===== src/rtl/fll_cfg_ctrl.sv =====
// Configuration sequencer for fll_top: request handshake, cfgreq strobe, lock blanking and qualification.
// Optional feature macro FLL_CTRL_RETRY_EN: on timeout, re-issue the request up to MAX_RETRY times.
module fll_cfg_ctrl #(
  parameter int RANGE_W       = 4,
  parameter int CFGREQ_CYCLES = 3,
  parameter int BLANK_CYCLES  = 4,
  parameter int LOCK_STABLE   = 8,
  parameter int LOCK_TIMEOUT  = 4096,
  parameter int MAX_RETRY     = 2
) (
  input  logic               fll_ref_clk,
  input  logic               fll_rst_n,
  input  logic               cfg_valid,
  output logic               cfg_ready,
  input  logic [RANGE_W-1:0] cfg_range,
  input  logic               cfg_bypass,
  input  logic               cfg_opmode,
  input  logic               fll_lock,
  output logic               fll_cfgreq,
  output logic [RANGE_W-1:0] fll_range,
  output logic               fll_bypass,
  output logic               fll_opmode,
  output logic               ctrl_busy,
  output logic               ctrl_locked,
  output logic               ctrl_err,
  output logic               ctrl_lock_lost
);

  localparam int PH_MAX = (CFGREQ_CYCLES > BLANK_CYCLES) ? CFGREQ_CYCLES : BLANK_CYCLES;
  localparam int PH_W   = $clog2(PH_MAX + 1);
  localparam int ST_W   = $clog2(LOCK_STABLE + 1);
  localparam int TO_W   = $clog2(LOCK_TIMEOUT + 1);

  typedef enum logic [2:0] {IDLE, REQ, BLANK, WAIT_LOCK, LOCKED, ERROR} state_t;

  state_t             state, state_nxt;
  logic               sync1, lock_s;
  logic [PH_W-1:0]    phase_cnt, phase_nxt;
  logic [ST_W-1:0]    stable_cnt, stable_nxt, stable_inc;
  logic [TO_W-1:0]    timeout_cnt, timeout_nxt, timeout_inc;
  logic               cfgreq_nxt, bypass_nxt, opmode_nxt, err_nxt, lost_nxt;
  logic [RANGE_W-1:0] range_nxt;
  logic               accept;
`ifdef FLL_CTRL_RETRY_EN
  localparam int RT_W = (MAX_RETRY > 0) ? $clog2(MAX_RETRY + 1) : 1;
  logic [RT_W-1:0]    retry_cnt, retry_nxt;
`endif

  assign cfg_ready   = (state == IDLE) || (state == LOCKED) || (state == ERROR);
  assign ctrl_busy   = (state == REQ) || (state == BLANK) || (state == WAIT_LOCK);
  assign ctrl_locked = (state == LOCKED);
  assign accept      = cfg_valid && cfg_ready;

  // fll_lock comes from the FLL clock domain; only the synchronized copy is used
  always_ff @(posedge fll_ref_clk or negedge fll_rst_n) begin
    if (!fll_rst_n) begin
      sync1  <= 1'b0;
      lock_s <= 1'b0;
    end else begin
      sync1  <= fll_lock;
      lock_s <= sync1;
    end
  end

  always_ff @(posedge fll_ref_clk or negedge fll_rst_n) begin
    if (!fll_rst_n) begin
      state          <= IDLE;
      phase_cnt      <= '0;
      stable_cnt     <= '0;
      timeout_cnt    <= '0;
      fll_cfgreq     <= 1'b0;
      fll_range      <= '0;
      fll_bypass     <= 1'b0;
      fll_opmode     <= 1'b1;
      ctrl_err       <= 1'b0;
      ctrl_lock_lost <= 1'b0;
`ifdef FLL_CTRL_RETRY_EN
      retry_cnt      <= '0;
`endif
    end else begin
      state          <= state_nxt;
      phase_cnt      <= phase_nxt;
      stable_cnt     <= stable_nxt;
      timeout_cnt    <= timeout_nxt;
      fll_cfgreq     <= cfgreq_nxt;
      fll_range      <= range_nxt;
      fll_bypass     <= bypass_nxt;
      fll_opmode     <= opmode_nxt;
      ctrl_err       <= err_nxt;
      ctrl_lock_lost <= lost_nxt;
`ifdef FLL_CTRL_RETRY_EN
      retry_cnt      <= retry_nxt;
`endif
    end
  end

  always_comb begin
    state_nxt   = state;
    phase_nxt   = phase_cnt;
    stable_nxt  = stable_cnt;
    timeout_nxt = timeout_cnt;
    cfgreq_nxt  = fll_cfgreq;
    range_nxt   = fll_range;
    bypass_nxt  = fll_bypass;
    opmode_nxt  = fll_opmode;
    err_nxt     = ctrl_err;
    lost_nxt    = ctrl_lock_lost;
`ifdef FLL_CTRL_RETRY_EN
    retry_nxt   = retry_cnt;
`endif
    stable_inc  = lock_s ? (stable_cnt + 1'b1) : '0;
    timeout_inc = (timeout_cnt == TO_W'(LOCK_TIMEOUT)) ? timeout_cnt : (timeout_cnt + 1'b1);

    // A new request always wins, including over a loss of lock in the same cycle
    if (accept) begin
      state_nxt  = REQ;
      phase_nxt  = '0;
      cfgreq_nxt = 1'b1;
      range_nxt  = cfg_range;
      bypass_nxt = cfg_bypass;
      opmode_nxt = cfg_opmode;
      err_nxt    = 1'b0;
      lost_nxt   = 1'b0;
`ifdef FLL_CTRL_RETRY_EN
      retry_nxt  = '0;
`endif
    end else begin
      case (state)
        REQ: begin
          if (phase_cnt == PH_W'(CFGREQ_CYCLES - 1)) begin
            cfgreq_nxt = 1'b0;
            phase_nxt  = '0;
            state_nxt  = fll_bypass ? IDLE : BLANK;
          end else begin
            phase_nxt = phase_cnt + 1'b1;
          end
        end
        BLANK: begin
          if (phase_cnt == PH_W'(BLANK_CYCLES - 1)) begin
            phase_nxt   = '0;
            stable_nxt  = '0;
            timeout_nxt = '0;
            state_nxt   = WAIT_LOCK;
          end else begin
            phase_nxt = phase_cnt + 1'b1;
          end
        end
        WAIT_LOCK: begin
          stable_nxt  = stable_inc;
          timeout_nxt = timeout_inc;
          if (stable_inc == ST_W'(LOCK_STABLE)) begin
            state_nxt = LOCKED;
          end else if (timeout_inc == TO_W'(LOCK_TIMEOUT)) begin
`ifdef FLL_CTRL_RETRY_EN
            if (retry_cnt < RT_W'(MAX_RETRY)) begin
              retry_nxt  = retry_cnt + 1'b1;
              phase_nxt  = '0;
              cfgreq_nxt = 1'b1;
              state_nxt  = REQ;
            end else begin
              err_nxt   = 1'b1;
              state_nxt = ERROR;
            end
`else
            err_nxt   = 1'b1;
            state_nxt = ERROR;
`endif
          end
        end
        LOCKED: begin
          if (!lock_s) begin
            lost_nxt    = 1'b1;
            stable_nxt  = '0;
            timeout_nxt = '0;
            state_nxt   = WAIT_LOCK;
          end
        end
        default: ;
      endcase
    end
  end

endmodule


===== config.mk =====
export PLATFORM = sky130hd
export DESIGN_NAME = fll_cfg_ctrl
export DESIGN_NICKNAME = d
export VERILOG_FILES = /design/src/rtl/fll_cfg_ctrl.sv
export SDC_FILE = /design/constraint.sdc
export NUM_CORES = 1
export LEC_CHECK = 0
export BUFFER_PORTS_ARGS = -buffer_cell sky130_fd_sc_hd__buf_4
export CAP_MARGIN = 20
export CELL_PAD_IN_SITES_DETAIL_PLACEMENT = 0
export CELL_PAD_IN_SITES_GLOBAL_PLACEMENT = 2
export CORE_ASPECT_RATIO = 1.5
export CORE_MARGIN = 4
export CORE_UTILIZATION = 33
export CTS_BUF_LIST = sky130_fd_sc_hd__clkbuf_8 sky130_fd_sc_hd__clkbuf_16
export DETAILED_ROUTE_END_ITERATION = 8
export PLACE_DENSITY_LB_ADDON = 0.1
export SETUP_SLACK_MARGIN = 0.4
export SLEW_MARGIN = 30
export SYNTH_ARGS = -nofsm -noshare
export SYNTH_HDL_FRONTEND = slang
export SYNTH_SLANG_ARGS = --single-unit

===== constraint.sdc =====
create_clock -name fll_ref_clk -period 1.84 [get_ports fll_ref_clk]
set_input_delay 0.368 -clock fll_ref_clk [delete_from_list [all_inputs] [get_ports fll_ref_clk]]
set_output_delay 0.368 -clock fll_ref_clk [all_outputs]
set_load 0.005 [all_outputs]

# Yosys cells after proc, flatten, opt, wreduce, memory -nomap -nowiden
# Index checks and enable logic that the tools add are counted.
[word_totals] ff_bits=34 out_inout_bits=12 word_cells=83
[classes] addsub=3 n_eq_ne=18 n_mux=30 n_bitwise=1 n_reduce_logical=19
[op_table] operator="$mux W13" count=3
[op_table] operator="$pmux W13 S3" count=1
[op_table] operator="$mux W3" count=9
[op_table] operator="$eq A13 B13 Y1 const B" count=2
[op_table] operator="$add A13 B1 Y13 const B" count=1
[op_table] operator="$eq A3 B2 Y1 const B" count=4
[op_table] operator="$mux W4" count=3
[op_table] operator="$pmux W3 S4" count=1
[op_table] operator="$pmux W4 S3" count=1
[op_table] operator="$mux W1" count=10
[op_table] operator="$reduce_bool A2 Y1" count=5
[op_table] operator="$ne A3 B2 Y1 const B" count=3
[op_table] operator="$eq A3 B3 Y1 const B" count=2
[op_table] operator="$pmux W3 S2" count=1
[op_table] operator="$reduce_bool A3 Y1" count=2
[op_table] operator="$reduce_and A5 Y1" count=1
[op_table] operator="$reduce_bool A5 Y1" count=1
[op_table] operator="$add A4 B1 Y4 const B" count=1
[op_table] operator="$eq A4 B4 Y1 const B" count=1
[op_table] operator="$logic_or A1 B1 Y1" count=4
[op_table] operator="$ne A2 B1 Y1 const B" count=2
[op_table] operator="$ne A2 B2 Y1 const B" count=2
[op_table] operator="$ne A4 B2 Y1 const B" count=1
[op_table] operator="$reduce_and A2 Y1" count=2
[op_table] operator="8 further kinds" count=8

# Depth between registers and ports, before layout
[logic_depth] ltp_word=7 mapped_depth=8 depth_no_buf=8

# Worst setup path after synthesis
# No wires, ideal clock.
[synth_timing] kind="register -> register" start="register timeout_cnt[0]" end="register state[2]" setup_ns=0.138 t_arrival_ns=1.894 required_time_ns=1.702 slack_ns=-0.192 stages_incl_launch_ff=9 n_path_buf=1 synth_period_minus_slack_ns=2.032 cell_sequence="dfrtp_1 > ha_1 > clkbuf_2 > and3_1 > a311oi_1 > a2bb2oi_1 > nor4b_2 > a32oi_2 > mux2i_1"
[synth_between] elab_chain_cells=5
[synth_rtl] item="start: declaration" line_no="40" source="logic [TO_W-1:0] timeout_cnt, timeout_nxt, timeout_inc;"
[synth_rtl] item="start signal: assignment" line_no="84" source="timeout_cnt <= timeout_nxt;"
[synth_rtl] item="$add A13 B1 Y13 or $eq A13 B13 Y1 (tied branches)" line_no="112" source="timeout_inc = (timeout_cnt == TO_W'(LOCK_TIMEOUT)) ? timeout_cnt : (timeout_cnt + 1'b1);"
[synth_rtl] item="$mux W13 *" line_no="112"
[synth_rtl] item="$eq A13 B13 Y1 *" line_no="153" source="end else if (timeout_inc == TO_W'(LOCK_TIMEOUT)) begin"
[synth_rtl] item="$ne A4 B2 Y1 (no line) *"
[synth_rtl] item="$reduce_and A5 Y1 (no line) *"
[synth_rtl] item="end signal: assignment" line_no="81" source="state <= state_nxt;"
[synth_rtl] item="end: declaration" line_no="36" source="state_t state, state_nxt;"
# Every way passes the cells marked *; elsewhere a longest branch is shown, timed or not.
# A chain may end at the register's enable or synchronous reset.

# Worst setup path after layout
[layout_timing] start="register timeout_cnt[0]" end="register state[1]"
# The elaborated chain is that of the path after synthesis.

==> reports/qor.yml <==
place:
  dp.cells: 342
  portBuffers: 21
  place_ws_ps: -186
  place.gp.congestion: 0.789
  place_area_um2: 2580
  dpl.hpwl_mm: 3.99
power:
  power_density_nw_per_um2: 453
  swShare_pct: 24.0
  p_comb_share_pct: 4.4
  power.total_mw: 1.44
  p_leak_nw: 1.45
  clkPwrFrac_pct: 42.5
  p_seq_share_pct: 53.2
  peakVddDrop_v: 0.000387
  p_int_mw: 1.09
  switchingPower_uw: 345
critical_path:
  required_ps: 2050
  critPathLaunchType: "flip-flop"
  arrival_ps: 2190
  critPathMaxFanout: 4
  criticalPathCategory: "flip-flop to flip-flop"
  cp-end-kind: "flip-flop"
sta:
  maxSlewViolCount: 0
  slew_headroom_pct: 62.9
  fin_crit_ps: 1970
  fin_ws_ps: -134
  finalClockSkew_ps: 14.6
  setup_viol: 3
  max_freq_ghz: 0.507
  worst_pin_slew_ps: 548
  rsz0062_at_grt: "true"
  hold_viol_final: 0
  whs_ps: 17.6
  fin_crit_sh_pct: 107
  fin_setup_tns_ps: -277
routing:
  num_vias: 1945
  dr.pass1.iters: 4
  viasPerCell: 5.24
  drcViolationCount: 0
  wl_mm: 5.84
  routedWlPerCell_um: 15.8
  drt_first_iter_violations: 72
  postRouteAntennaNets: 0
job:
  maxCapViolCount: 0
clock_network:
  ctsHtreeMaxLevel: 2
  hold_buffers: 0
  clk_pin_slew_ps: 90
  root_buffer: "clkbuf_8"
  insertion_delay_ps: 290
  cts_tree: "built"
  clk_path_buf_depth: 2
  cts_made_buffers: 5
  clock-sinks: 34
yosys:
  synth-main-ff-cell: "dfrtp_1"
  synth_seq_area_share_pct: 41.9
  yosysUniqueCellTypes: 50
  synth_edf_count: 0
  async_reset_ff_share_pct: 100
  synth_fp_nets: 236
  syn_inst: 219
  yosysWarnings: 0
  synth_area_per_cell_um2: 9.28
  yosys_register_bits: 34
  netlist_area_um2: 2030
floorplanning:
  initial_utilization_pct: 34.4
  fp.dieArea_um2: 7510
  num_io_pins: 22
  die_height_um: 104
  dieWidth_um: 72.1
  rows: 34
  core_area_um2: 5910
run_status:
  status: "finished with violations"
  violations: "negative setup slack"
final_layout:
  drive_gt1_share_pct: 54.8
  area_growth_pct: 56.2
  n_antenna_cell: 0
  final_area_um2: 3180
  utilization_pct: 53.7
  final_cells: 371
  final_nets: 315
global_route:
  grt_overflow: 0
  grt_pass1_wl_mm: 9.89
  grt_max_degree: 35
  antenna_found_initial: 0
  grtUsageTotal_pct: 16.4
  grt_pass1_vias: 2104
min_path:
  hold_class: "primary input to async pin"
cell usage in the layout (no fill, tap or decap), types with 2 or more instances in the layout:
| master | Yosys | routed |
|---|---|---|
| a21oi_1 | 7 | 5 |
| a21oi_2 | 0 | 2 |
| a22o_1 | 2 | 2 |
| a32o_1 | 2 | 2 |
| a41oi_2 | 0 | 2 |
| buf_4 | 2 | 66 |
| buf_6 | 0 | 15 |
| clkbuf_8 | 0 | 6 |
| dfrtp_1 | 33 | 28 |
| dfrtp_2 | 0 | 5 |
| ha_1 | 7 | 2 |
| ha_2 | 0 | 2 |
| ha_4 | 0 | 3 |
| inv_1 | 14 | 10 |
| inv_2 | 0 | 4 |
| mux2_4 | 0 | 6 |
| mux2i_1 | 6 | 5 |
| nand2_1 | 18 | 15 |
| nand2_2 | 0 | 3 |
| nand2b_1 | 3 | 2 |
| nand3_1 | 7 | 6 |
| nand3_2 | 1 | 2 |
| nand4_1 | 6 | 6 |
| nor2_1 | 27 | 22 |
| nor2_4 | 0 | 5 |
| nor2b_1 | 3 | 2 |
| nor3_1 | 4 | 2 |
| nor4b_4 | 0 | 2 |
| o21ai_0 | 19 | 2 |
| o21ai_1 | 2 | 8 |
| o21ai_2 | 0 | 11 |
| o41ai_2 | 0 | 2 |
| xnor2_1 | 2 | 2 |
| xor2_1 | 4 | 4 |
worst paths after layout:
path	start	slack, ps	cells after the start	end
max in group asynchronous	fll_rst_n	1450	1	fll_opmode
setup reg to reg	timeout_cnt[0]	-130	8	state[1]
min in group fll_ref_clk	fll_lock	190	1	sync1
hold reg to reg	sync1	350	0	lock_s
setup / recovery	timeout_cnt[0]	-130	8	state[1]
hold / removal	fll_rst_n	20	1	timeout_cnt[2]
per-layer routing:
layer  wire length [µm]  up-vias  track usage (%)
met5                  0        -                0
met1               2400      955             19.5
li1                   -      947                -
met4                121        0             5.24
met2               3170       31             28.6
met3                161       12             3.48
what timing repair did:
action                     in CTS  in global routing
resized for setup              59                 27
buffers inserted               11                  9
gates cloned                    1                  0
setup endpoints to repair      32                 33
pin swaps                      15                  7
cell usage after synthesis, drive strengths merged, types with 3 or more instances:
| cell | number | area (µm²) |
|---|---|---|
| nand4 | 6 | 37.5 |
| mux2 | 6 | 67.6 |
| inv | 14 | 52.6 |
| o21ai | 21 | 105 |
| dfrtp | 33 | 826 |
| xor2 | 4 | 35.0 |
| ha | 7 | 87.6 |
| nand3 | 8 | 45.0 |
| nor2b | 3 | 18.8 |
| mux2i | 6 | 60.1 |
| a21oi | 7 | 35.0 |
| nor3 | 4 | 20.0 |
| nor2 | 27 | 101 |
| buf | 6 | 35.0 |
| nand2b | 3 | 18.8 |
| clkbuf | 4 | 16.3 |
| nand2 | 18 | 67.6 |
| nor4b | 3 | 38.8 |
cell type report:
cell class                      count  area (µm²)
Fill cell                         535        2740
Multi-Input combinational cell    161        1400
Sequential cell                    34         858
Timing Repair Buffer               82         679
Tap cell                           72        90.1
Clock buffer                        6        82.6
Inverter                           14        52.6
Clock inverter                      2        12.5
sequential cells by signal (all words and copies together) (netlist names), 3 cells and up:
name and flops:
stable_cnt 4, state 3, phase_cnt 3, fll_range 4, timeout_cnt 13
cell families after synthesis:
family | synth area share [%]
XOR/XNOR | 2.58
adder cells (fa/ha/maj) | 4.31
buffers and inverters | 5.11
flip-flops | 41.9
AO/OA/AOI/OAI | 17.0
multiplexers | 6.28
AND/OR/NAND/NOR | 22.8
critical path, stage by stage (launching register included):
cell and delay [ps]:
dfrtp_2 460, inv_2 90, ha_4 120, nor4b_4 210, nand4_1 170, mux2i_2 300, nor4b_4 70, a32oi_2 240
mux2i_1 220
power groups by stage:
stage | registers [mW] | logic (mW) | clock network, mW
3_5_place_dp | 0.780 | 0.0592 | 0
5_1_grt | 0.767 | 0.0708 | 0.671
3_3_place_gp | 0.779 | 0.0568 | 0
6_report | 0.765 | 0.0627 | 0.612
2_1_floorplan | 0.780 | 0.00860 | 0
4_1_cts | 0.765 | 0.0648 | 0.636
Note: power is estimated with default switching activity, not from simulation.
